--- config.mk ---
export PLATFORM = sky130hd
export DESIGN_NAME = rptr_prefetch_ctrl
export DESIGN_NICKNAME = d
export VERILOG_FILES = /design/src/rtl/rptr_prefetch_ctrl.sv
export SDC_FILE = /design/constraint.sdc
export NUM_CORES = 1
export LEC_CHECK = 0
export ABC_AREA = 1
export CAP_MARGIN = 20
export CORE_MARGIN = 3
export CORE_UTILIZATION = 47
export DETAILED_ROUTE_END_ITERATION = 6
export PLACE_DENSITY = 0.78
export RECOVER_POWER = 25
export SLEW_MARGIN = 20
export SYNTH_ARGS = -nofsm -noshare
export SYNTH_HDL_FRONTEND = slang
export SYNTH_SLANG_ARGS = --single-unit
--- constraint.sdc ---
create_clock -name rclk -period 3.85 [get_ports rclk]
set_input_delay 0.77 -clock rclk [delete_from_list [all_inputs] [get_ports rclk]]
set_output_delay 0.77 -clock rclk [all_outputs]
set_load 0.02 [all_outputs]
--- src/rtl/rptr_prefetch_ctrl.sv ---
// Read-side controller of the asynchronous FIFO: read pointers, empty/level flags,
// memory read issue and a 2-entry first-word-fall-through output buffer.
module rptr_prefetch_ctrl #(
  parameter int unsigned PTR_WIDTH  = 3,
  parameter int unsigned DATA_WIDTH = 8,
  parameter int unsigned AE_LEVEL   = 1
) (
  input  logic                  rclk,
  input  logic                  rrst,
  input  logic [PTR_WIDTH:0]    g_wptr_sync,
  output logic                  mem_rd_en,
  output logic [PTR_WIDTH-1:0]  raddr,
  input  logic [DATA_WIDTH-1:0] rdata,
  output logic                  m_valid,
  input  logic                  m_ready,
  output logic [DATA_WIDTH-1:0] m_data,
  output logic [PTR_WIDTH:0]    b_rptr,
  output logic [PTR_WIDTH:0]    g_rptr,
  output logic                  empty,
  output logic                  almost_empty,
  output logic [PTR_WIDTH:0]    rd_level
);

  typedef logic [PTR_WIDTH:0]    ptr_t;
  typedef logic [DATA_WIDTH-1:0] word_t;

  localparam ptr_t AE_PTR = ptr_t'(AE_LEVEL);

  typedef enum logic [1:0] {
    BUF_EMPTY = 2'd0,
    BUF_ONE   = 2'd1,
    BUF_TWO   = 2'd2
  } buf_state_t;

  buf_state_t buf_state;
  buf_state_t buf_next;

  logic  inflight;
  logic  pop;
  logic  issue;
  logic  [1:0] occ;
  logic  [1:0] occ_after_pop;
  ptr_t  b_rptr_next;
  ptr_t  g_rptr_next;
  ptr_t  wbin;
  ptr_t  level_next;
  word_t entry0;
  word_t entry1;

  // ---------------------------------------------------------------------------
  // Issue decision and pointer arithmetic
  // ---------------------------------------------------------------------------
  assign pop           = m_valid & m_ready;
  assign occ           = 2'(buf_state) + {1'b0, inflight};
  assign occ_after_pop = occ - {1'b0, pop};
  assign issue         = ~empty & ~rrst & (occ_after_pop < 2'd2);

  assign mem_rd_en   = issue;
  assign raddr       = b_rptr[PTR_WIDTH-1:0];
  assign b_rptr_next = b_rptr + ptr_t'(issue);
  assign g_rptr_next = (b_rptr_next >> 1) ^ b_rptr_next;

  // Each binary bit is the XOR of all Gray bits at or above it.
  always_comb begin
    // NOTE: every always_comb output gets a default first so no path can infer a latch.
    wbin = '0;
    for (int i = 0; i <= int'(PTR_WIDTH); i++) begin
      wbin[i] = ^(g_wptr_sync >> i);
    end
  end

  assign level_next = wbin - b_rptr_next;

  // ---------------------------------------------------------------------------
  // Pointers and flags
  // ---------------------------------------------------------------------------
  always_ff @(posedge rclk) begin
    // NOTE: sequential state uses non-blocking assignments so every register
    // samples pre-edge values regardless of process order.
    if (rrst) begin
      b_rptr       <= '0;
      g_rptr       <= '0;
      empty        <= 1'b1;
      almost_empty <= 1'b1;
      rd_level     <= '0;
      inflight     <= 1'b0;
    end else begin
      b_rptr       <= b_rptr_next;
      g_rptr       <= g_rptr_next;
      empty        <= (g_rptr_next == g_wptr_sync);
      almost_empty <= (level_next <= AE_PTR);
      rd_level     <= level_next;
      inflight     <= issue;
    end
  end

  // ---------------------------------------------------------------------------
  // Output buffer occupancy FSM
  // ---------------------------------------------------------------------------
  always_ff @(posedge rclk) begin
    if (rrst) begin
      buf_state <= BUF_EMPTY;
    end else begin
      buf_state <= buf_next;
    end
  end

  always_comb begin
    buf_next = buf_state;
    unique case (buf_state)
      BUF_EMPTY: begin
        if (inflight) buf_next = BUF_ONE;
      end
      BUF_ONE: begin
        if (inflight && !pop)      buf_next = BUF_TWO;
        else if (!inflight && pop) buf_next = BUF_EMPTY;
      end
      BUF_TWO: begin
        if (pop && !inflight) buf_next = BUF_ONE;
      end
      default: buf_next = BUF_EMPTY;
    endcase
  end

  always_comb begin
    m_valid = (buf_state != BUF_EMPTY);
    m_data  = entry0;
  end

  // Head lives in entry0; a word arriving alongside a pop of the only entry
  // becomes the new head directly.
  always_ff @(posedge rclk) begin
    // NOTE: the two buffer entries are reset so m_data reads 0 out of reset;
    // a real memory array would be left unreset.
    if (rrst) begin
      entry0 <= '0;
      entry1 <= '0;
    end else begin
      unique case (buf_state)
        BUF_EMPTY: begin
          if (inflight) entry0 <= rdata;
        end
        BUF_ONE: begin
          if (inflight && pop) entry0 <= rdata;
          else if (inflight)   entry1 <= rdata;
        end
        BUF_TWO: begin
          if (pop) begin
            entry0 <= entry1;
            if (inflight) entry1 <= rdata;
          end
        end
        default: ;
      endcase
    end
  end

endmodule

# Word level (Yosys, flattened, before mapping)
# Cells that the tools add are included.
[op_classes]
n_addsub = 4
multipliers = 0
div = 0
n_lt_le_gt_ge = 2
eq_ne = 9
shift = 0
n_mux = 13
bitwise = 6
reduce_logical = 16
[ops]
columns = ["cell", "count"]
rows = [
  ["two-way mux 8 bit", 6],
  ["one-hot mux 8 bit (3 select lines)", 1],
  ["one-hot mux 8 bit (2 select lines)", 1],
  ["parity 4 bit", 4],
  ["inequality test 2 bit (second input constant)", 5],
  ["two-way mux 2 bit", 4],
  ["one-hot mux 2 bit (3 select lines)", 1],
  ["AND reduction 3 bit", 2],
  ["adder 4 x 1 -> 4 bit", 1],
  ["== test 4 bit", 1],
  ["less-or-equal comparator 4 x 1 -> 1 bit (second input constant)", 1],
  ["AND reduction 4 bit", 1],
  ["nonzero test 2 bit", 2],
  ["subtractor 4 bit", 1],
  ["bitwise XOR 3 x 4 -> 4 bit", 1],
  ["bitwise AND 1 bit", 3],
  ["logical AND 1 bit", 3],
  ["inequality test 3 bit (second input constant)", 1],
  ["nonzero test 3 bit", 1],
  ["adder 2 x 1 -> 2 bit", 1],
  ["== test 2 x 1 -> 1 bit (second input constant)", 1],
  ["== test 2 bit (second input constant)", 1],
  ["logical NOT 1 bit", 2],
  ["logical NOT 2 bit", 1],
  ["other kinds (3)", 4],
]
[word_totals]
register_bits = 33
latch_bits = 0
ram_bits = 0
mem_bits_ro = 0
out_inout_bits = 27
word_cells = 59
n_memories = 0

# Longest topological paths before layout
[depth]
word_depth = 8
depth_mapped = 20

# Least setup slack after synthesis
# Ideal clock, no wire load.
[synth_timing]
path_kind = "input port to flip-flop"
startpoint = "input port m_ready"
endpoint = "register almost_empty"
setup_time_ns = 0.115
t_arrival_ns = 3.472
required_ns = 3.735
setup_slack_ns = 0.263
cell_stages = 20
cell_sequence = "inv_1 nor2_1 inv_1 ha_1 nor2_1 o21ai_0 nor3_1 ha_1 ha_1 inv_1 nand3_1 nand2_1 inv_1 ha_1 inv_1 nand2_1 nand2_1 nand2_1 a21oi_1 nor2_1"
[synth_via]
elab_chain_len = 7
[synth_lines]
columns = ["item", "line", "source"]
rows = [
  ["start: declaration", "15", "input logic m_ready,"],
  ["bitwise AND 1 bit", "53", "assign pop = m_valid & m_ready;"],
  ["subtractor 2 x 1 -> 2 bit", "55", "assign occ_after_pop = occ - {1'b0, pop};"],
  ["less-than comparator 2 bit", "56", "assign issue = ~empty & ~rrst & (occ_after_pop < 2'd2);"],
  ["bitwise AND 1 bit", "56", ""],
  ["via mem_rd_en", "11", "output logic mem_rd_en,"],
  ["adder 4 x 1 -> 4 bit", "60", "assign b_rptr_next = b_rptr + ptr_t'(issue);"],
  ["via b_rptr_next[1]", "43", "ptr_t b_rptr_next;"],
  ["subtractor 4 bit", "72", "assign level_next = wbin - b_rptr_next;"],
  ["less-or-equal comparator 4 x 1 -> 1 bit", "91", "almost_empty <= (level_next <= AE_PTR);"],
  ["end signal: assignment", "91", ""],
  ["end: declaration", "20", "output logic almost_empty,"],
]
# The timed path passes the listed nets, and every way through them passes these cells.
# A chain may end at the register's enable or synchronous reset.

# Worst setup path after layout
[layout_timing]
startpoint = "input port m_ready"
endpoint = "register almost_empty"
[layout_via]
elab_chain_len = 7
[layout_lines]
columns = ["item", "line"]
rows = [
  ["bitwise AND 1 bit", "53"],
  ["subtractor 2 x 1 -> 2 bit", "55"],
  ["less-than comparator 2 bit", "56"],
  ["bitwise AND 1 bit", "56"],
  ["adder 4 x 1 -> 4 bit", "60"],
  ["via b_rptr_next[1]", "43"],
  ["subtractor 4 bit", "72"],
  ["less-or-equal comparator 4 x 1 -> 1 bit", "91"],
]
# The timed path passes the listed nets, and every way through them passes these cells.

==> summary.md <==
| Metric | Value |
|---|---|
| Standard cell with the maximum stage delay on the critical path | sky130_fd_sc_hd__clkdlybuf4s50_1 |
| Clock Pin Slew Worst Setup and Hold Paths | roughly 100 ps |
| Remaining routing DRC violations | 0 |
| Syn nets | about 220 |
| Post-Layout Inst Area | between 2000 and 2500 sq um |
| Mux contribution to synthesized area | 0% |
| RSZ-0062 raised after global routing | no |
| Cell Pwr Density | around 660 nW/um^2 |
| Xor-xnor portion of the synthesized cell area | roughly 5.6% |
| Share of final-layout standard cells stronger than drive strength 1 | under 10% |
| Count of flip-flops with a built-in enable after synthesis | 0 |
| Synthesized-area fraction occupied by and/or/nand/nor cells | around 20% |
| Relative area change from synthesis to final layout | 31.2% |
| Ordered list of cells on the worst path | clkdlybuf4s50_1, inv_1, nor2_1, inv_1, ha_1, nor2_1, o21ai_0, nor3_1, ha_1, ha_1, inv_1, nand3_1, nand2_1, inv_1, ha_1, inv_1, nand2_1, nand2_1, nand2_1, a21oi_1, nor2_1 |
| VDD IR-drop max | 0.000502 V |
| Final Hold Fails | 0 |
| Post-synth cell types | 24 |
| Data required time at the worst endpoint | 4070 ps |
| Syn_area_per_cell | roughly 7.7 sq um |
| TritonCTS clock tree | done |
| Maximum level of the CTS H-tree | 2 |
| GRT Overall Usage | 17.8% |
| Top cell type's share of synthesized area | 41.2% |
| Depth of the worst hold-timing path | 1 |
| Global-route wire length before repair | ~5700 um |
| Nature of the critical path endpoint | flop |
| Minimum clock period | ~3400 ps |
| Residual antenna-violating net count after detailed routing | 0 |
| Startpoint-to-endpoint class of the critical path | in2reg |
| Data arrival time at the worst-slack endpoint | roughly 3700 ps |
| Fmax achieved | 290 MHz |
| Number of DRC markers after the initial detailed-route iteration | between 60 and 70 |
| Total instance count after detailed placement | ~280 |
| Placed cell area | around 2000 sq um |
| Routed wire length | about 3200 um |
| Drt pass-1 iters | 4 |
| Proportion of synthesized flip-flops having asynchronous set or reset | 0% |
| Element type at the critical path start | primary input |
| IO Port Bufs | between 40 and 50 |
| Final Max Slew Viols | 0 |
| Run status | complete, no violations |
| RePlAce Congestion | about 0.87 |
| Maximum number of buffers from clock root to sink | 2 |
| Top-Level Pins | between 40 and 50 |
| Routed vias | between 1,000 and 1,500 |
| Sinks on the clock net | 32 |
| Cell count after synthesis | 203 |
| Count of hold buffers inserted by post-cts repair | 0 |
| Die width | between 60 and 70 um |
| Post-route fraction of the period consumed by the critical path | about 90% |
| Slew of the pin with the lowest slew margin | about 1100 ps |
| Non-filler cells in the finished layout | ~300 |
| Top cell type by total area after synthesis | sky130_fd_sc_hd__dfxtp_1 |
| Die footprint | approximately 4000 sq um |
| Number of nets in the layout | 268 |
| Overall die height | 63.5 um |
| Most numerous cell on the critical path | sky130_fd_sc_hd__inv_1 |
| Leakage | approximately 0.94 nW |
| Post-DR wirelength/cell | between 10 and 15 um |
| Number of diodes | 0 |
| Max capacitance violation total | 0 |
| Initial cell density of the core | 50.1% |
| Yosys Warn Count | 0 |
| Number of buffers inserted to repair setup after CTS | 0 |
| Dominant combinational cell family by area after synthesis | simple AND/OR/NAND/NOR gates |
| Register-to-Register Path Depth | 6 |
| Total gr overflow | 0 |
| Fillers | ~280 |
| Maximum clock skew at final layout | slightly above 7 ps |
| Fraction of the mapped netlist area in adder cells | around 4.8% |
| Count of endpoints failing setup in the final report | 0 |
| Placeable core region | 3100 sq um |
| Via density per instance | 4.91 |
| Cell chosen for the clock root | sky130_fd_sc_hd__clkbuf_4 |
| Leading post-synthesis cells by cell area | sky130_fd_sc_hd__dfxtp_1 (41%), sky130_fd_sc_hd__nand2_1 (8.7%), sky130_fd_sc_hd__inv_1 (6.3%), sky130_fd_sc_hd__nor2_1 (5.3%), sky130_fd_sc_hd__o21ai_0 (5.2%) |
| Largest driver fanout on the critical path | 3 |
| Antenna violations before repair | 0 |
| Main flop type after synthesis | sky130_fd_sc_hd__dfxtp_1 |
| Maximum cell stage delay along the critical path | 470 ps |
| Relative slew margins | 28.6% |
| Proportion of synthesized chip area in sequential cells | between 40% and 50% |
| DP Wirelength | 2390 um |
| Final total negative setup slack | 0 ps |
| Cell with the most instances after synthesis | sky130_fd_sc_hd__nand2_1 |
| Hold WC Path Type | reg2reg |
| Placement row count | 20 |
| TritonCTS buffer count | 5 |
| Commonest cells in the netlist | sky130_fd_sc_hd__nand2_1 (36), sky130_fd_sc_hd__dfxtp_1 (32), sky130_fd_sc_hd__inv_1 (26) |
| Number of synthesized register bits | 32 |
| Clock latency on the worst-skew pair | between 300 and 400 ps |
| Synthesized-area fraction occupied by ao, oa, aoi and oai cells | between 10% and 20% |
| Maximum number of pins on one net before global-route repair | 20 |
| Synthesized cell area | between 1500 and 2000 sq um |
| Number of global-route vias before repair | about 1,300 |
[metal layers]
layer / vias up / share of wire (%) / wire, um / track usage [%]
met1: 645 / 47 / 1510 / 20.4
met5: - / 0 / 0 / 0
met3: 5 / 5.4 / 173 / 3.92
met2: 43 / 46 / 1490 / 30.2
li1: 740 / - / - / -
met4: 0 / 1.8 / 57 / 9.70
[cell usage in the layout, fill, tap and decap left out, drive strengths merged, types with 5 or more instances in the layout]
cell,Yosys,layout
xor2,6,6
nand2,36,36
a31oi,8,8
clkdlybuf4s50,0,36
nor2,24,24
buf,8,5
o21ai,21,21
inv,30,29
a21oi,13,13
nand3,9,9
dfxtp,32,32
ha,6,6
clkbuf,1,6
[critical path: cells and delay by family]
kind                       cells  cell delay [ps]
AOI/OAI and AO/OA              2              230
adders and majority gates      4              990
and+or+nand+nor                9              880
buffers and inverters          6              790
[registers in the layout, indices dropped and copies added, names as in the netlist]
signal	count
almost_empty	1
b_rptr	4
buf_state	2
empty	1
entry1	8
g_rptr	3
inflight	1
m_data	8
rd_level	4
[power by group]
part | internal, mW | switching (mW) | leakage (nW)
Sequential | 0.421 | 0.0497 | 0.262
Clock | 0.136 | 0.110 | 0.0422
Combinational | 0.263 | 0.365 | 0.631
[cell families (layout without fill, tap and decap cells)]
logic type / Yosys count / count (layout)
XOR/XNOR: 10 / 10
adder cells (fa/ha/maj): 6 / 6
buffers and inverters: 39 / 84
AND/OR/NAND/NOR: 73 / 73
AO/OA/AOI/OAI: 43 / 43
flip-flops: 32 / 32
[layout make-up]
class | instances | area (sq um) | area share (%)
Sequential cell | 32 | 641 | 31.4
Clock inverter | 2 | 35.0 | 1.72
Timing Repair Buffer | 46 | 450 | 22.1
Inverter | 30 | 114 | 5.58
Tap cell | 44 | 55.1 | 2.70
Clock buffer | 6 | 41.3 | 2.02
Multi-Input combinational cell | 132 | 703 | 34.5
[path summary, 6_finish.rpt]
check	from	end	slack, ps
setup / recovery	m_ready	almost_empty	400
hold / removal	empty	inflight	480
setup reg to reg	buf_state[1]	entry1[1]	810
hold reg to reg	empty	inflight	480
[repair_timing]
item | CTS | global route
setup endpoints to repair | 0 | 1
resized for setup | 0 | 1
hold endpoints to repair | 0 | 0
[metrics by stage]
stage / power [mW] / worst slack, ps / utilization, % / hold WS, ps
after floorplan: 0.908 / 263 / - / 453
after global placement: 1.13 / 145 / 64.2 / 460
after detailed placement: 1.14 / 59.5 / 64.2 / 464
after CTS: 1.39 / 103 / 66.7 / 478
after global routing: 1.44 / 63.4 / 65.7 / 484
final: 1.35 / 402 / 65.7 / 479
(Power assumes the default switching activity.)
==> RTL change (config.mk and constraints unchanged) <==
Remove the register `rd_level`: a continuous assignment takes its place, so the output `rd_level` follows one clock earlier.
--- a/src/rtl/rptr_prefetch_ctrl.sv
+++ b/src/rtl/rptr_prefetch_ctrl.sv
@@ -82,17 +82,17 @@
       g_rptr       <= '0;
       empty        <= 1'b1;
       almost_empty <= 1'b1;
-      rd_level     <= '0;
       inflight     <= 1'b0;
     end else begin
       b_rptr       <= b_rptr_next;
       g_rptr       <= g_rptr_next;
       empty        <= (g_rptr_next == g_wptr_sync);
       almost_empty <= (level_next <= AE_PTR);
-      rd_level     <= level_next;
       inflight     <= issue;
     end
   end
+
+  assign rd_level = level_next;
 
   // ---------------------------------------------------------------------------
   // Output buffer occupancy FSM
Behaviour: not the same (a bounded check fails within 4 cycles, from zero or initial values and one cycle with rrst high).
==> RTL change against the unedited design <==
  * The flow now finishes with violations (setup timing)
  * Synthesized area is 2.8% lower
  * Sequential cell count is 4 lower
  * Non-clock buffer count is 14 higher
  * Clock skew is 1.7 ps higher
  * Wire length is 15% higher
  * Cell area is 11% higher
  * Worst setup slack worse by 420 ps
  * Critical path depth is 1 lower
  * First-iteration DRC count is 3.0% lower
  * Die area is 2.6% lower
  * Critical path type is now primary input to output port
  * Critical endpoint is now rd_level[3]
Power is not compared: it rests on default switching activity, and its combinational part moved more than twofold at a synthesized area within 25%.
==> RTL change: results (changes against the unedited design) <==
** Logic synthesis
- The per-instance average area after synthesis came to 7.55 um^2 (-1.4%).
- Share of synthesized area occupied by flip-flops and latches :: 37.1% (-4.1 points)
- Ranked by total cell area, the synthesized netlist is headed by sky130_fd_sc_hd__dfxtp_1, sky130_fd_sc_hd__nand2_1, sky130_fd_sc_hd__inv_1.
- Distinct cell type count of the synthesized netlist :: 26 (+8.3%)
- Syn Nets :: 221 (-1.3%)

** Final layout
- The post-route non-filler standard cell count came to 298 (+2.1%).
- Share of post-route cells with drive strength above 1 :: 28.9% (+21 points)

** STA
- Worst setup skew after layout :: 8.81 ps (+1.67 ps)
- The worst-case headroom to the max-slew limit came to 36.6% (+8.1 points).
- The number of setup violations in the final report was 1 (+1).
- Sum Neg Setup Slack :: -15.3 ps (-15.3 ps)
- The least setup slack across all paths after layout was -15.3 ps (-417 ps).

** Placed design
- The detailed placer's ending HPWL was 2900 um (+21%).
- RD Place Congestion :: 0.822 (-5.7%)
- The number of instances in the placed design is 290 (+2.1%).

** GRT
- Maximum number of pins on one net before global-route repair :: 19 (-5.0%)
- The total track usage was 19.1% (+1.4 points).
- Wire length of the first global-routing pass :: 6190 um (+9.1%)
- Number of global-route vias before repair :: 1406 (+4.9%)

** Worst hold path
- End of the worst hold path :: entry1[2]
- The instance count along the most critical hold path came to 2 (+1).
- The startpoint identified for the worst hold timing path is entry1[2].

** Critical path
- The register-to-register path setup slack was 940 ps (+130 ps).
- Slowest CP cell :: sky130_fd_sc_hd__ha_2
- Worst r2r path cells :: 22 (+16)
- Data arrival time of the critical path :: 3100 ps (-570 ps)

** Clock network
- The total CTS buffers came to 3 (-2).
- The count of cells resized by post-cts repair came to 30 (+30).
- Clock H-tree levels :: 1 (-1)
- The clock-pin slew on the worst setup and hold paths was 150 ps (+50 ps).

** Detailed routing
- The violation count after the first detailed-routing iteration was 64 (-3.0%).
- The wire length per cell after detailed routing is 12.5 um (+13%).

** Run status
- The checks that failed: setup timing.
- Status :: finished, violations left
## RTL change: cell types whose count changed after synthesis, sizes merged, moves of 2 or more
cell,delta
buf,-2
xor2,-2
dfxtp,-4
inv,+2
nor3,-4
nand2,+11
nor2,-8
nor4,+2
o21ai,-2
## RTL change: layer usage
layer | GRT usage [%] | share of wire, % | wire length, um
met1 | 22.1 | 41 | 1510
met2 | 35.6 | 54 | 2030
met3 | 2.70 | 3.4 | 127
met4 | 6.89 | 1.6 | 61
met5 | 0 | 0 | 0
## RTL change: how the worst max path moves through the flow
stage                        to     from  depth (start not counted)
floorplan           rd_level[3]  m_ready                         18
global placement    rd_level[3]  m_ready                         20
detailed placement  rd_level[3]  m_ready                         20
CTS                 rd_level[3]  m_ready                         20
global route        rd_level[3]  m_ready                         18
finish              rd_level[3]  m_ready                         20
## RTL change: through the flow
step           hold WS, ps  cell area, um^2
6_report               464             2260
5_1_grt                485             2260
4_1_cts                464             2220
2_1_floorplan          432             1610
3_3_place_gp           440             2130
3_5_place_dp           441             2130
## RTL change: where the power goes
part           internal (uW)  leakage [uW]  switching, uW
sequential               313      0.000229           14.0
clock                    105     0.0000279           86.0
combinational            138      0.000700            155
total                    556      0.000957            254
## RTL change: cell families after synthesis
| kind of cell | count (synthesis) | share of synthesized area [%] |
|---|---|---|
| adder cells (fa/ha/maj) | 6 | 4.97 |
| buffers and inverters | 41 | 12.7 |
| AND/OR/NAND/NOR | 76 | 21.5 |
| AO/OA/AOI/OAI | 41 | 17.7 |
| flip-flops | 28 | 37.1 |
| XOR/XNOR | 8 | 6.05 |
## RTL change: layout make-up
cell class	count	area, um^2
Clock buffer	3	22.5
Clock inverter	1	30.0
Fill cell	221	643
Inverter	33	141
Multi-Input combinational cell	131	892
Sequential cell	28	561
Tap cell	42	52.6
Timing Repair Buffer	60	558
